===== src/rtl/interrupt_pkg.sv =====
// Shared types and vector layout for the interrupt/reset entry sequencer.
package interrupt_pkg;

    typedef enum logic [2:0] {
        ST_IDLE     = 3'd0,
        ST_DUMMY1   = 3'd1,
        ST_DUMMY2   = 3'd2,
        ST_PUSH_PCH = 3'd3,
        ST_PUSH_PCL = 3'd4,
        ST_PUSH_P   = 3'd5,
        ST_VEC_LO   = 3'd6,
        ST_VEC_HI   = 3'd7
    } seq_state_e;

    typedef enum logic [1:0] {
        SRC_NMI   = 2'd0,
        SRC_RESET = 2'd1,
        SRC_IRQ   = 2'd2
    } irq_src_e;

    localparam logic [15:0] VEC_OFS_NMI   = 16'd0;
    localparam logic [15:0] VEC_OFS_RESET = 16'd2;
    localparam logic [15:0] VEC_OFS_IRQ   = 16'd4;

    localparam logic [1:0] PUSH_SEL_PCH = 2'd0;
    localparam logic [1:0] PUSH_SEL_PCL = 2'd1;
    localparam logic [1:0] PUSH_SEL_P   = 2'd2;

    function automatic logic [15:0] vec_offset(input irq_src_e src);
        case (src)
            SRC_RESET: return VEC_OFS_RESET;
            SRC_IRQ:   return VEC_OFS_IRQ;
            default:   return VEC_OFS_NMI;
        endcase
    endfunction

endpackage


===== src/rtl/interrupt_sequencer.sv =====
// Seven-cycle interrupt/reset entry sequence: two dummy cycles, three stack
// pushes (suppressed for reset), then the two vector byte fetches.
//
// state    | meaning
// IDLE     | core running; accept a request at an instruction boundary
// DUMMY1/2 | bus-owning dead cycles
// PUSH_*   | push PCH, PCL, P (no write for reset)
// VEC_LO/HI| fetch vector bytes; I flag set in VEC_LO
module interrupt_sequencer
    import interrupt_pkg::*;
#(
    parameter logic [15:0] VEC_BASE = 16'hFFFA
) (
    input  logic        clk,
    input  logic        rst,
    input  logic        enableFFs,
    input  logic        irqGenerated,
    input  logic        nmiGenerated,
    input  logic        resetDetected,
    input  logic        instructionBoundary,
    output logic        interruptAcknowleged,
    output logic        sequenceActive,
    output logic        pushEn,
    output logic [1:0]  pushSel,
    output logic        breakFlagOut,
    output logic        vectorRead,
    output logic [15:0] vectorAddr,
    output logic        setIFlag
);

    seq_state_e  state_q, state_d;
    irq_src_e    src_q, src_d;
    logic        nmi_prev_q, nmi_prev_d;
    logic        accept;
    logic        nmi_rise;
    logic        pre_vector;
    logic [15:0] vec_addr_base;

    always_ff @(posedge clk or posedge rst) begin
        if (rst) begin
            state_q    <= ST_IDLE;
            src_q      <= SRC_IRQ;
            nmi_prev_q <= 1'b0;
        end else begin
            state_q    <= state_d;
            src_q      <= src_d;
            nmi_prev_q <= nmi_prev_d;
        end
    end

    always_comb begin
        accept = (state_q == ST_IDLE) && instructionBoundary && enableFFs && !rst &&
                 (resetDetected || nmiGenerated || irqGenerated);
        nmi_rise   = nmiGenerated && !nmi_prev_q;
        pre_vector = (state_q == ST_DUMMY1) || (state_q == ST_DUMMY2) ||
                     (state_q == ST_PUSH_PCH) || (state_q == ST_PUSH_PCL) ||
                     (state_q == ST_PUSH_P);
        state_d    = state_q;
        src_d      = src_q;
        nmi_prev_d = nmi_prev_q;

        if (enableFFs) begin
            nmi_prev_d = nmiGenerated;
            if (state_q == ST_IDLE) begin
                if (accept) begin
                    state_d = ST_DUMMY1;
                    if (resetDetected)     src_d = SRC_RESET;
                    else if (nmiGenerated) src_d = SRC_NMI;
                    else                   src_d = SRC_IRQ;
                end
            end else if (resetDetected) begin
                state_d = ST_DUMMY1;
                src_d   = SRC_RESET;
            end else begin
                // A fresh NMI edge redirects an IRQ entry as long as the vector
                // has not started; pushes already done are identical for both.
                if (src_q == SRC_IRQ && nmi_rise && pre_vector) src_d = SRC_NMI;
                case (state_q)
                    ST_DUMMY1:   state_d = ST_DUMMY2;
                    ST_DUMMY2:   state_d = ST_PUSH_PCH;
                    ST_PUSH_PCH: state_d = ST_PUSH_PCL;
                    ST_PUSH_PCL: state_d = ST_PUSH_P;
                    ST_PUSH_P:   state_d = ST_VEC_LO;
                    ST_VEC_LO:   state_d = ST_VEC_HI;
                    default:     state_d = ST_IDLE;
                endcase
            end
        end
    end

    always_comb begin
        vec_addr_base        = VEC_BASE + vec_offset(src_q);
        interruptAcknowleged = accept;
        sequenceActive       = (state_q != ST_IDLE);
        pushEn               = 1'b0;
        pushSel              = PUSH_SEL_PCH;
        breakFlagOut         = 1'b0;
        vectorRead           = 1'b0;
        vectorAddr           = 16'h0000;
        setIFlag             = 1'b0;
        case (state_q)
            ST_PUSH_PCH: begin
                pushEn  = (src_q != SRC_RESET);
                pushSel = PUSH_SEL_PCH;
            end
            ST_PUSH_PCL: begin
                pushEn  = (src_q != SRC_RESET);
                pushSel = PUSH_SEL_PCL;
            end
            ST_PUSH_P: begin
                pushEn  = (src_q != SRC_RESET);
                pushSel = PUSH_SEL_P;
            end
            ST_VEC_LO: begin
                vectorRead = 1'b1;
                vectorAddr = vec_addr_base;
                setIFlag   = 1'b1;
            end
            ST_VEC_HI: begin
                vectorRead = 1'b1;
                vectorAddr = vec_addr_base + 16'd1;
            end
            default: ;
        endcase
    end

endmodule


===== config.mk =====
export PLATFORM = sky130hd
export DESIGN_NAME = interrupt_sequencer
export DESIGN_NICKNAME = d
export VERILOG_FILES = /design/src/rtl/interrupt_pkg.sv /design/src/rtl/interrupt_sequencer.sv
export SDC_FILE = /design/constraint.sdc
export NUM_CORES = 1
export LEC_CHECK = 0
export ABC_AREA = 1
export CORE_MARGIN = 2
export CORE_UTILIZATION = 34
export CTS_CLUSTER_SIZE = 12
export DETAILED_ROUTE_END_ITERATION = 10
export GPL_TIMING_DRIVEN = 0
export HOLD_SLACK_MARGIN = 0.15
export PLACE_DENSITY = 0.77
export SYNTH_ARGS = -nofsm -noshare
export SYNTH_HDL_FRONTEND = slang
export SYNTH_SLANG_ARGS = --single-unit

===== constraint.sdc =====
create_clock -name clk -period 1.59 [get_ports clk]
set_input_delay 0.159 -clock clk [delete_from_list [all_inputs] [get_ports clk]]
set_output_delay 0.159 -clock clk [all_outputs]
set_load 0.02 [all_outputs]

==> flow_summary.json, run 1 <==
{
  "post_synth_main_area_contributors": "dfrtp_1 22%, buf_4 17%, nand2_1 11%, ha_1 6.6%, nor2_1 5.3%",
  "io_buffer_count": 29,
  "final_common_cell": "buf_6",
  "initial_core_util_pct": 37.01,
  "place_area_um2": 892.1,
  "final.setup.tns_ns": -1.250,
  "maxClockFrequency_ghz": 0.5788,
  "ant_nets": 0,
  "synthesis.area_per_instance_um2": 7.222,
  "clock-sinks": 6,
  "place_congestion": 0.7513,
  "tritoncts_clock_tree": "built",
  "slowest_delay_ns": 0.55,
  "core_region_area_um2": 1541,
  "grt_start_max_net_pins": 9,
  "skew_ns": 0.007684,
  "route.detailed.drc": 0,
  "clkLatencyLatePin_ns": 0.24,
  "holdBufCountCts": 0,
  "netlist.top_cell.by_area": "dfrtp_1",
  "design.final.nets": 136,
  "final.setup.worst_slack_ns": -0.1378,
  "failing_checks": "setup timing",
  "postLayoutCoreUtil_pct": 69.89,
  "slowest_cell_on_the_critical_path": "dfstp_2",
  "io-pin-count": 31,
  "setup_viol": 13,
  "post_route_cells_drive_above_1_share_pct": 53.60,
  "sum_of_routed_wire_length_over_all_layers_um": 1410,
  "synth_area_um2": 570.5,
  "holdCritPathClass": "input port to async pin",
  "rrSetupSlack_ns": 0.30,
  "cts_made_buffers": 3,
  "cp_top_family": "flip-flops",
  "cellLeakagePower_nw": 0.5975,
  "worstSetupEndpointType": "primary output",
  "drt_first_iter_violations": 2,
  "ir_worst_vdd_uv": 836.1,
  "antenna_cells_inserted": 0,
  "arrival_ns": 1.57,
  "dieHeight_um": 44.97,
  "worst_r2r_startpoint": "src_q[1]",
  "final_total_power_mw": 1.588,
  "crit_top_cell": "buf_6",
  "grtUsageTotal_pct": 15.61,
  "cp-start-kind": "register",
  "globalRoute.totalOverflow": 0,
  "layout.cells.most_common_list": "23 x buf_6, 17 x nand2_1, 16 x buf_4",
  "timing.max_cap.violations": 0,
  "clockBufferDepth": 2,
  "setup.worst_path.class": "register to primary output",
  "detailed_place_hpwl_um": 994.9,
  "timing.critical_path.buf_inv": 4,
  "first_pass_iters": 4,
  "post_synthesis_net_count": 89,
  "yosysWarnings": 0,
  "layout_min_cycle_time_ns": 1.728,
  "final_hold_slack_ns": 0.2004,
  "r2r_end": "src_q[0]",
  "floorplan.die_area_um2": 2022,
  "vias_after_detailed_routing": 626,
  "grt_first_pass_wirelength_um": 2373,
  "vias_per_instance": 4.440,
  "postSynthRegisterBits": 6,
  "synthCells": 79,
  "number_of_global_route_vias_before_repair": 582,
  "timing_max_transition_violations_final": 0,
  "final_min_period_over_clock_period_pct": 108.7,
  "netlist.area_leader.share_pct": 21.93,
  "final_design_area_no_fill_um2": 1077,
  "netlist-cell-type-count": 22,
  "pwr_density_cell_nw_per_um2": 1474,
  "die_w_um": 44.97,
  "synth.yosys.seq_area_share_pct": 26.54,
  "clk_pin_slew_worst_paths_ns": 0.05,
  "syn2layout_area_growth_pct": 88.82,
  "crit_path_cell_trace": "inv_2 -> ha_4 -> a21oi_4 -> buf_4 -> buf_6 -> buf_6",
  "r2r_cells": 6,
  "layout.filler_cells": 136,
  "cts-root-buf": "clkbuf_4",
  "cts.htree.levels": 1,
  "final_hold_violation_count": 0,
  "cp_data_required_time_ns": 1.43,
  "worstPathMaxFanout": 5,
  "antenna_found_initial": 0,
  "detail_route.wl_per_cell_um": 10.00,
  "grt_setup_unrepaired": "true",
  "placementRows": 14,
  "result_of_the_run": "complete, but fails checks"
}
-- registers in the layout (all words and copies together), names as in the netlist --
register,cells
src_q,2
state_q,3
nmi_prev_q,1
-- repair_timing --
action | in CTS | in global routing
pin swaps | 2 | 2
resized for setup | 109 | 15
cloned | 1 | 0
setup buffers | 9 | 7
endpoints found under the setup margin | 23 | 18
-- per-layer routing --
metal	up-vias	global-route usage, %	part of all wire, %	wire length [µm]
li1	323	-	-	-
met1	277	17.98	37	516
met2	26	28.86	55	769
met3	0	2.400	8.8	124
met4	0	5.294	0	0
met5	-	0	0	0
-- area by class of cell --
type	count	area, µm²	share of cell area [%]
buffer	10	101.3	9.408
clock buffer	4	26.28	2.439
inverter	11	41.29	3.833
multi-input combinational	50	327.8	30.43
sequential	6	155.1	14.40
tap	16	20.02	1.858
timing repair buffer	44	405.4	37.63
-- synthesized netlist by cell type (all sizes together) --
cell type,number
nand4,1
buf,13
dfstp,1
inv,11
nand2,22
o21ai,4
ha,3
nand3,4
nor3,2
conb,1
a21oi,1
nor2,10
nor3b,1
dfrtp,5
-- per-stage QoR --
stage          setup WS, ns  std cells
5_1_grt             -0.2141        141
3_5_place_dp        -0.4322        124
6_report            -0.1378        141
4_1_cts             -0.1572        137
3_3_place_gp        -0.4005        124
2_1_floorplan        0.1003         79
-- cells by family (layout without fill, tap and decap cells) --
kind of cell	Yosys count	in the layout	synth area share, %
adder cells (fa/ha/maj)	3	3	6.580
buffers and inverters	24	69	24.34
AO/OA/AOI/OAI	5	6	4.384
AND/OR/NAND/NOR	40	40	37.50
other	1	1	0.6573
flip-flops	6	6	26.54
-- power breakdown --
part	internal [mW]	switching (mW)
Clock	0.0950	0.0549
Sequential	0.231	0.0810
Combinational	0.532	0.594
Total	0.858	0.730
-- worst max-delay path by stage --
stage / depth (start not counted) / slack, ns / end / startpoint
4_1_cts: 6 / -0.16 / vectorAddr[13] / src_q[1]
2_1_floorplan: 3 / 0.10 / pushEn / src_q[1]
3_3_place_gp: 5 / -0.40 / vectorAddr[9] / src_q[1]
3_5_place_dp: 5 / -0.43 / vectorAddr[6] / src_q[1]
6_report: 6 / -0.14 / vectorAddr[15] / src_q[1]
5_1_grt: 6 / -0.21 / vectorAddr[13] / src_q[1]
(Power assumes the default switching activity.)
==> inputs of run 2 (changes only) <==
--- a/config.mk
+++ b/config.mk
@@ -6,12 +6,14 @@
 export NUM_CORES = 1
 export LEC_CHECK = 0
 export ABC_AREA = 1
+export ABC_CLOCK_PERIOD_IN_PS = 1590
 export CORE_MARGIN = 2
 export CORE_UTILIZATION = 34
 export CTS_CLUSTER_SIZE = 12
 export DETAILED_ROUTE_END_ITERATION = 10
 export GPL_TIMING_DRIVEN = 0
 export HOLD_SLACK_MARGIN = 0.15
+export MAX_ROUTING_LAYER = met4
 export PLACE_DENSITY = 0.77
 export SYNTH_ARGS = -nofsm -noshare
 export SYNTH_HDL_FRONTEND = slang
==> results of run 2 <==
No change in the layout: final DEF, timing and power equal those of run 1.
Among the figures that moved: final weighted congestion in routability-driven placement 0.7513 -> 0.7609; via count of the first global-routing pass 582 -> 581; overall routing resource usage 15.61% -> 16.07%
==> inputs of run 3 (changes only) <==
--- a/config.mk
+++ b/config.mk
@@ -7,9 +7,9 @@
 export LEC_CHECK = 0
 export ABC_AREA = 1
 export ABC_CLOCK_PERIOD_IN_PS = 1590
+export CAP_MARGIN = 20
 export CORE_MARGIN = 2
 export CORE_UTILIZATION = 34
-export CTS_CLUSTER_SIZE = 12
 export DETAILED_ROUTE_END_ITERATION = 10
 export GPL_TIMING_DRIVEN = 0
 export HOLD_SLACK_MARGIN = 0.15
==> results of run 3 <==
No change in the layout: final DEF, timing and power equal those of run 1.
Among the figures that moved: final weighted congestion in routability-driven placement 0.7513 -> 0.7609; via count of the first global-routing pass 582 -> 581; overall routing resource usage 15.61% -> 16.07%
